==> src/rtl/timeout_scheduler.sv <==
// rtl/timeout_scheduler.sv - multi-channel tick-based timeout scheduler with round-robin expiry events
// Define TIMEOUT_SCHEDULER_TICK_IN_EN to take the tick from tick_in instead of the internal prescaler.
module timeout_scheduler #(
  parameter int NCH      = 4,
  parameter int WIDTH    = 32,
  parameter int PRESCALE = 12500000
) (
  input  logic                   clk,
  input  logic                   rstn,
`ifdef TIMEOUT_SCHEDULER_TICK_IN_EN
  input  logic                   tick_in,
`endif
  input  logic                   arm_valid,
  output logic                   arm_ready,
  input  logic [$clog2(NCH)-1:0] arm_ch,
  input  logic [WIDTH-1:0]       arm_ticks,
  input  logic [NCH-1:0]         cancel,
  output logic [NCH-1:0]         active,
  output logic                   evt_valid,
  input  logic                   evt_ready,
  output logic [$clog2(NCH)-1:0] evt_ch,
  output logic [WIDTH-1:0]       now
);
  localparam int CW = $clog2(NCH);

  typedef enum logic {S_IDLE, S_PRESENT} state_e;

  state_e           state_q, state_d;
  logic             tick;
  logic [WIDTH-1:0] now_q;
  logic [WIDTH-1:0] rem_q [NCH];
  logic [WIDTH-1:0] rem_d [NCH];
  logic [NCH-1:0]   active_q, active_d, pend_q, pend_d, cand;
  logic [CW-1:0]    rr_q, rr_d, evt_ch_q, evt_ch_d, scan_idx;
  logic             arm_fire, evt_fire, found;

`ifdef TIMEOUT_SCHEDULER_TICK_IN_EN
  assign tick = tick_in;
`else
  localparam int PW = (PRESCALE > 1) ? $clog2(PRESCALE) : 1;
  logic [PW-1:0] presc_q;

  assign tick = (presc_q == PW'(PRESCALE - 1));

  always_ff @(posedge clk or negedge rstn) begin
    if (!rstn)     presc_q <= '0;
    else if (tick) presc_q <= '0;
    else           presc_q <= presc_q + PW'(1);
  end
`endif

  always_ff @(posedge clk or negedge rstn) begin
    if (!rstn)     now_q <= '0;
    else if (tick) now_q <= now_q + WIDTH'(1);
  end

  assign arm_ready = ~pend_q[arm_ch];
  assign arm_fire  = arm_valid & arm_ready;
  assign evt_fire  = (state_q == S_PRESENT) & evt_ready;

  // Later assignments take priority: handshake < expiry < cancel < arm.
  always_comb begin
    active_d = active_q;
    pend_d   = pend_q;
    rem_d    = rem_q;
    if (evt_fire) pend_d[evt_ch_q] = 1'b0;
    for (int i = 0; i < NCH; i++) begin
      if (tick && active_q[i]) begin
        if (rem_q[i] == WIDTH'(1)) begin
          rem_d[i]    = '0;
          active_d[i] = 1'b0;
          pend_d[i]   = 1'b1;
        end else begin
          rem_d[i] = rem_q[i] - WIDTH'(1);
        end
      end
      if (cancel[i]) begin
        active_d[i] = 1'b0;
        pend_d[i]   = 1'b0;
      end
      if (arm_fire && (arm_ch == CW'(i))) begin
        if (arm_ticks != '0) begin
          rem_d[i]    = arm_ticks;
          active_d[i] = 1'b1;
        end else begin
          rem_d[i]    = '0;
          active_d[i] = 1'b0;
          pend_d[i]   = 1'b1;
        end
      end
    end
  end

  // Channels cancelled this cycle are not eligible to be presented.
  always_comb begin
    state_d  = state_q;
    evt_ch_d = evt_ch_q;
    rr_d     = rr_q;
    cand     = pend_q & ~cancel;
    found    = 1'b0;
    scan_idx = '0;
    case (state_q)
      S_IDLE: begin
        for (int k = 0; k < NCH; k++) begin
          scan_idx = CW'((int'(rr_q) + k) % NCH);
          if (!found && cand[scan_idx]) begin
            found    = 1'b1;
            evt_ch_d = scan_idx;
          end
        end
        if (found) state_d = S_PRESENT;
      end
      S_PRESENT: begin
        if (evt_ready) begin
          rr_d    = (evt_ch_q == CW'(NCH - 1)) ? '0 : evt_ch_q + CW'(1);
          state_d = S_IDLE;
        end
      end
      default: state_d = S_IDLE;
    endcase
  end

  always_ff @(posedge clk or negedge rstn) begin
    if (!rstn) begin
      state_q  <= S_IDLE;
      active_q <= '0;
      pend_q   <= '0;
      rr_q     <= '0;
      evt_ch_q <= '0;
      for (int i = 0; i < NCH; i++) rem_q[i] <= '0;
    end else begin
      state_q  <= state_d;
      active_q <= active_d;
      pend_q   <= pend_d;
      rr_q     <= rr_d;
      evt_ch_q <= evt_ch_d;
      for (int i = 0; i < NCH; i++) rem_q[i] <= rem_d[i];
    end
  end

  assign active    = active_q;
  assign evt_valid = (state_q == S_PRESENT);
  assign evt_ch    = evt_ch_q;
  assign now       = now_q;

endmodule

==> config.mk <==
export PLATFORM = sky130hd
export DESIGN_NAME = timeout_scheduler
export DESIGN_NICKNAME = d
export VERILOG_FILES = /design/src/rtl/timeout_scheduler.sv
export SDC_FILE = /design/constraint.sdc
export NUM_CORES = 1
export LEC_CHECK = 0
export CAP_MARGIN = 0
export CORE_ASPECT_RATIO = 0.7
export CORE_MARGIN = 2
export CORE_UTILIZATION = 50
export CTS_BUF_LIST = sky130_fd_sc_hd__clkbuf_4 sky130_fd_sc_hd__clkbuf_8
export CTS_CLUSTER_SIZE = 14
export DETAILED_ROUTE_END_ITERATION = 7
export HOLD_SLACK_MARGIN = 0.08
export PLACE_DENSITY = 0.75
export SLEW_MARGIN = 0
export SYNTH_ARGS = -nofsm -noshare
export SYNTH_HDL_FRONTEND = slang
export SYNTH_SLANG_ARGS = --single-unit
==> constraint.sdc <==
create_clock -name clk -period 3.25 [get_ports clk]
set_clock_uncertainty 0.1 [all_clocks]
set_input_delay 0.8125 -clock clk [delete_from_list [all_inputs] [get_ports clk]]
set_output_delay 0.8125 -clock clk [all_outputs]
set_load 0.005 [all_outputs]
# == Yosys cells after proc, flatten, opt, wreduce, memory -nomap -nowiden ==
# Cells that the tools add are included.
# totals
out_inout_bits,40
n_memories,0
ff_bits,197
input_bits,42
rom_bits,0
ram_bits,0
latch_bits,0
wordCells,164
# classes
shift,0
n_mux,80
n_div,0
n_reduce_logical,36
n_lt_le_gt_ge,7
bitwise,8
add_sub_neg,10
n_mul,0
eq_ne,9
# ops
cell,n
$mux W32,13
$eq A32 B1 Y1 const B,4
$sub A32 B1 Y32 const B,4
$mux W1,53
$add A32 B1 Y32 const B,1
$reduce_bool A32 Y1,1
$add A24 B1 Y24 const B,1
$eq A24 B24 Y1 const B,1
$mux W24,1
$reduce_bool A3 Y1,8
$lt A2 B3 Y1 const B,6
$logic_and A1 B1 Y1,12
$reduce_and A2 Y1,6
$bmux W1 S2,5
$mux W2,5
$and A4 B4 Y4,2
$not A4 Y4,2
$reduce_bool A2 Y1,4
$eq A2 B2 Y1 const B,3
$add A2 B1 Y2 const B,2
$add A2 B2 Y2 const B,2
$mux W4,1
$reduce_bool A4 Y1,1
$logic_not A1 Y1,3
other kinds (7),9

# == Longest topological paths before layout ==
# Gate-level depths: netlist of run 1.
# depth
depth_word,20
ltp_mapped,10
depth_no_buf,8

# == Least setup slack after synthesis of run 1 ==
# OpenSTA, ideal clock, no wires.
# synth_path
kind,register to register
from,register rem_q[110] (netlist name)
to,register rem_q[109] (netlist name)
path_buffers,2
period_less_slack_ns,2.574
stages_incl_launch_ff,9
t_arrival_ns,2.348
required_ns,3.024
setup_time_ns,0.126
path_slack_ns,0.676
path_cell_list,dfrtp_1 > or4_4 > or3_1 > buf_6 > nor4_4 > or3_2 > buf_6 > a21oi_1 > a221o_1
# synth_between
elab_chain_len,4
# synth_rtl
item,line_no,source
start: declaration,31,logic [WIDTH-1:0] rem_q [NCH];
$eq A32 B1 Y1,69,if (rem_q[i] == WIDTH'(1)) begin
$mux W32,69,
$mux W32,68,if (tick && active_q[i]) begin
$mux W32,81,if (arm_fire && (arm_ch == CW'(i))) begin
# Every way passes these cells. The select of a mux whose other input is x is not followed.
# A chain may end at the register's enable or synchronous reset.

# == Final worst setup path of run 1 ==
# layout_path
from,input arm_ch[0]
to,output arm_ready
# layout_between
elab_chain_len,3
# layout_rtl
item,line_no,source
start: declaration,15,"input logic [$clog2(NCH)-1:0] arm_ch,"
$bmux W1 S2,57,assign arm_ready = ~pend_q[arm_ch];
$mux W1 (implied by the code),57,
$not A1 Y1,57,
end: declaration,14,"output logic arm_ready,"
# Every way passes these cells. The select of a mux whose other input is x is not followed.

==> flow_summary.yaml, run 1 <==
die:
  die_h_microns: 130.7
  start_util_pct: 50.82
  rows: 46
  core_sq_mm: 0.02256
  ios: 82
  dieArea_sq_mm: 0.02418
  die_w_microns: 185.0
sta:
  setup_ws_ns: 0.1895
  tightest_slew_ns: 0.9777
  whs_ns: 0.2432
  finalHoldViolCount: 0
  slew_headroom_pct: 34.82
  period_needed_ns: 3.061
  rsz0062_at_grt: "no"
  setup_viol: 0
  clock.fmax_mhz: 326.7
  drv_slew: 0
  finalCritPeriodShare_pct: 94.17
routing:
  vias: 11260
  first_iter_violations: 1333
  route.detailed.drc: 0
  firstDrtPassIters: 6
  wl_microns: 37040
  viasPerCell: 6.302
  wl_per_cell_microns: 20.74
  antenna_left: 0
setup_path:
  cp.arrival_ns: 2.15
  worstSetupPathType: "primary input to primary output"
  start_kind: "primary input"
  critPathRequiredTime_ns: 2.34
  worstPathMaxFanout: 2
  endpoint_kind: "primary output"
run_status:
  status: "finished, final reports clean"
final_layout:
  seq_area_sq_mm: 0.004930
  multi_input_area_sq_mm: 0.006225
  n_antenna_cell: 0
  fin_cells: 1786
  drive_above_1_share_pct: 10.38
  fillers: 1956
  area_delta_synth_final_pct: 18.26
  fin_nets: 1518
logic_synthesis:
  yosysTopAreaCellShare_pct: 43.00
  syn_inst: 1325
  synth_async_sr_flop_share_pct: 100.0
  synth-main-ff-cell: "dfrtp_1"
  synth_seq_area_share_pct: 43.00
  ys_seq_elements: 197
  post_synth_num_cell_types: 72
  synth_top_cell_by_area: "dfrtp_1"
  synth.avg_cell_area_sq_um: 8.653
  synth-edff-count: 0
  yosys_warnings: 0
  synthTopCellsByArea: "dfrtp_1 43%, nor2_1 4.8%, nand2_1 4.7%"
  synth_area_sq_mm: 0.01146
  synth.net_count: 1381
global_route:
  grt_pass1_wl_microns: 57620
  grtUsageTotal_pct: 31.27
  grt_max_degree: 75
  antenna_found_initial: 0
  grt_pass1_vias: 10260
  overflow: 0
cts:
  cts_max_level: 4
  cts.sinks: 197
  root_buffer: "clkbuf_8"
  cts_tree: "built"
  cts_buffer_depth: 2
  clock_latency_ns: 0.50
  cts_setup_buffers: 0
  holdBufCountCts: 0
  numCtsBuffers: 17
  path_clk_slew_ns: 0.10
place:
  port_buffers: 81
  gp_congestion: 0.9568
  placed_cells: 1755
  pre_cts_ws_ns: -0.03086
  hpwl_microns: 26550
min_path:
  hp-class: "primary input to async pin"
pwr:
  p_leak_uw: 0.005222
  max-vdd-ir-drop_uv: 277.7
  powerDensity_mw_per_mm2: 391.0
job:
  cap_viol_max_count: 0
[what timing repair did]
action / CTS / global route
gates resized for setup: 1 / 0
hold endpoints to repair: 0 / 0
endpoints found under the setup margin: 1 / 0
[path summary, 6_finish.rpt]
check                                      start               endpoint  slack (ns)  depth (start not counted)
max                                    arm_ch[0]              arm_ready        0.19                          4
min                                         rstn    now[29]$_DFFE_PN0N_        0.24                          1
max reg2reg                rem_q[88]$_DFFE_PN0P_  rem_q[91]$_DFFE_PN0P_        0.32                          6
min reg2reg                  now[31]$_DFFE_PN0N_    now[31]$_DFFE_PN0N_        0.38                          1
max in group asynchronous                   rstn   presc_q[4]$_DFF_PN0_        2.07                          2
min in group clk             now[31]$_DFFE_PN0N_    now[31]$_DFFE_PN0N_        0.38                          1
[cell usage in the layout (no fill, tap or decap), drive strengths merged, types with 18 or more instances in the layout]
cell type / instances
mux2i: 18
buf: 95
clkdlybuf4s50: 79
o21ai: 93
or3: 30
dfrtp: 197
nand2: 146
a31oi: 32
xnor2: 57
nor3: 65
nand4: 33
a21oi: 72
clkbuf: 19
nor2: 146
nand3: 52
inv: 31
xor2: 28
nor4: 68
[cell families (layout without fill, tap and decap cells)]
kind of cell,count (synthesis),in the layout,synth area share (%)
buffers and inverters,82,231,2.925
flip-flops,197,197,43.00
adder cells (fa/ha/maj),14,14,1.528
XOR/XNOR,85,85,6.494
AO/OA/AOI/OAI,294,294,15.74
AND/OR/NAND/NOR,633,633,28.45
multiplexers,20,20,1.866
[registers in the layout, indices dropped and copies added, names as in the netlist]
name / cells
evt_valid: 1
rem_q: 128
now: 32
active: 4
pend_q: 4
rr_q: 2
presc_q: 24
evt_ch: 2
[metal layers]
| layer | vias up | wire [microns] | GRT usage (%) |
|---|---|---|---|
| li1 | 5153 | - | - |
| met1 | 5423 | 16480 | 45.75 |
| met2 | 603 | 15320 | 43.47 |
| met3 | 76 | 4311 | 10.53 |
| met4 | 0 | 934 | 9.897 |
| met5 | - | 0 | 0 |
[Yosys cell counts (3+ instances only)]
library cell / number
or2_2: 5
o31a_1: 3
o311ai_0: 4
clkbuf_1: 47
a31oi_1: 32
dfrtp_1: 197
a22oi_1: 8
and3_1: 14
a211oi_1: 6
mux2i_1: 18
and4_1: 10
nand3_1: 52
nand4b_1: 10
or4_1: 13
a21o_1: 8
xor2_1: 28
nand3b_1: 5
nor3_1: 63
ha_1: 14
nor2b_1: 7
buf_2: 6
a32oi_1: 3
nand4_1: 32
o21a_1: 4
o31ai_1: 11
nor2_1: 146
nand2_1: 145
o41ai_1: 8
a22o_1: 8
a21oi_1: 72
nor4_1: 64
o21ai_0: 93
o22ai_1: 9
xnor2_1: 57
nor3b_1: 3
nor4b_1: 4
and2_1: 7
inv_1: 24
or3_1: 28
nand2b_1: 9
o211ai_1: 8
[where the power goes]
group          switching, uW  total [uW]  internal [uW]
sequential               267        2950           2680
clock                    987        1550            563
combinational            438         801            364
total                   1690        5300           3610
[final cells by class]
class / count / share of cell area [%]
Inverter: 24 / 0.6645
Tap cell: 312 / 2.879
Sequential cell: 197 / 36.36
Timing Repair Buffer: 176 / 11.54
Clock inverter: 13 / 0.8675
Clock buffer: 18 / 1.781
Multi-Input combinational cell: 1046 / 45.91
[critical path, cell delays in order]
cell and delay [ns]:
clkdlybuf4s50_1 0.49, mux4_2 0.29, inv_1 0.07, clkdlybuf4s50_1 0.49
[per-stage QoR]
stage	cell area [sq um]	util (%)	power, uW	setup TNS (ns)
floorplan	11460	-	3373	0
global placement	13200	58.51	3738	-0.02988
detailed placement	13200	58.51	3769	-0.03086
CTS	13560	60.09	5297	0
global route	13560	60.09	5531	0
finish	13560	60.09	5301	0
No activity file was read; power rests on OpenSTA's default activity.
==> inputs of run 2 (changes only) <==
- CTS_BUF_LIST: sky130_fd_sc_hd__clkbuf_4 sky130_fd_sc_hd__clkbuf_8 -> default
- TNS_END_PERCENT: default -> 5
==> flow_summary.yaml, run 2 (same netlist as run 1, synthesis figures left out) <==
setup_path:
  critPathRequiredTime_ns: 2.34
  cp.arrival_ns: 2.15
  worstPathMaxFanout: 2
  endpoint_kind: "primary output"
  start_kind: "primary input"
  worstSetupPathType: "primary input to primary output"
cts:
  cts.sinks: 197
  cts_buffer_depth: 2
  clock_latency_ns: 0.46
  cts_tree: "built"
  root_buffer: "clkbuf_16"
  numCtsBuffers: 17
  cts_max_level: 4
  path_clk_slew_ns: 0.07
final_layout:
  n_antenna_cell: 0
  fin_nets: 1518
  fillers: 1934
  final_common_cell: "dfrtp_1"
  area_delta_synth_final_pct: 19.90
  drive_above_1_share_pct: 10.31
  largest_register: "rem_q"
  largest_reg_flops: 128
  final_util_pct: 60.93
  final_cell_mix: "197 x dfrtp_1, 146 x nor2_1, 145 x nand2_1, 93 x o21ai_0, 92 x buf_4"
  fin_cells: 1786
sta:
  period_needed_ns: 3.058
  rsz0062_at_grt: "no"
  tightest_slew_ns: 0.9710
  finalCritPeriodShare_pct: 94.10
  setup_ws_ns: 0.1919
  slew_headroom_pct: 35.27
  drv_slew: 0
  clock.fmax_mhz: 327.0
  setup_viol: 0
  finalHoldViolCount: 0
  finalSetupTns_ns: 0
global_route:
  busiest_layer: "met1"
  antenna_found_initial: 0
  use_met1_pct: 46.02
  overflow: 0
  grt_pass1_vias: 10250
  grt_pass1_wl_microns: 57730
  gr-usage-met2_pct: 43.38
  grtUsageTotal_pct: 31.50
  grt_max_degree: 75
  use_met3_pct: 10.42
pwr:
  p_switching_uw: 1754
  p_total_uw: 5806
  p_leak_uw: 0.005306
  p_int_uw: 4052
  switching_share_pct: 30.21
  seq_power_share_pct: 50.8
  powerDensity_mw_per_mm2: 422.4
  max-vdd-ir-drop_uv: 415.5
  pwr-share-clk_pct: 35.3
  comb_power_share_pct: 13.8
routing:
  wl_microns: 37090
  route.detailed.drc: 0
  antenna_left: 0
  wl_per_cell_microns: 20.77
  first_iter_violations: 1350
  viasPerCell: 6.301
  vias: 11250
  firstDrtPassIters: 6
die:
  ios: 82
  die_h_microns: 130.7
  dieArea_sq_mm: 0.02418
  die_w_microns: 185.0
  start_util_pct: 50.82
  rows: 46
  core_sq_mm: 0.02256
place:
  placed_cells: 1755
  hpwl_microns: 26550
  pre_cts_ws_ns: -0.03086
  gp_congestion: 0.9568
  port_buffers: 81
min_path:
  hp-class: "primary input to async pin"
run_status:
  status: "finished, final reports clean"
job:
  cap_viol_max_count: 0
-- run 2: cell count changes in the layout (fill, tap and decap cells not counted) --
cell	before	now
clkbuf_4	1	0
clkbuf_16	0	17
clkbuf_1	0	1
clkbuf_8	18	1
-- run 2: final cells by class --
| class | instances | area (sq um) | share of cell area [%] |
|---|---|---|---|
| timing repair buffer | 176 | 1564 | 11.38 |
| clock buffer | 18 | 429.2 | 3.122 |
| clock inverter | 13 | 117.6 | 0.8556 |
| multi-input combinational | 1046 | 6225 | 45.28 |
| sequential | 197 | 4930 | 35.86 |
| tap | 312 | 390.4 | 2.840 |
| inverter | 24 | 90.09 | 0.6554 |
-- run 2: final timing paths --
check / start / depth (start not counted) / slack [ns] / to
worst max register to register: rem_q[90]$_DFFE_PN0P_ / 6 / 0.31 / rem_q[91]$_DFFE_PN0P_
worst min-delay path: rstn / 1 / 0.28 / now[29]$_DFFE_PN0N_
worst min register to register: now[31]$_DFFE_PN0N_ / 1 / 0.37 / now[31]$_DFFE_PN0N_
worst max-delay path: arm_ch[0] / 4 / 0.19 / arm_ready
min in group clk: now[31]$_DFFE_PN0N_ / 1 / 0.37 / now[31]$_DFFE_PN0N_
max in group asynchronous: rstn / 2 / 2.04 / rem_q[24]$_DFFE_PN0P_
-- run 2: worst max-delay path, stage by stage --
cell and delay, ns:
clkdlybuf4s50_1 0.49, mux4_2 0.29, inv_1 0.07, clkdlybuf4s50_1 0.49
-- run 2: power groups by stage --
stage          Sequential, uW  Clock (uW)  Combinational, uW
6_report                 2950        2050                803
5_1_grt                  2980        2180                884
4_1_cts                  2940        2080                793
3_5_place_dp             2980           0                791
3_3_place_gp             2970           0                765
2_1_floorplan            2910           0                465
-- run 2: per-stage QoR --
step,hold slack (ns),instance area [sq um]
after floorplan,0.3411,11460
after global placement,0.3574,13200
after detailed placement,0.3610,13200
after CTS,0.3062,13750
after global routing,0.3280,13750
final,0.2834,13750
-- run 2: repair_timing --
item / CTS / global route
setup buffers: 0 / 0
hold buffers: 0 / 0
resized for setup: 1 / 0
setup endpoints to repair: 1 / 0
-- run 2: per-layer routing --
metal / vias to the layer above / part of all wire, %
li1: 5168 / -
met1: 5371 / 44
met2: 624 / 40
met3: 90 / 12
met4: 0 / 3.5
met5: - / 0
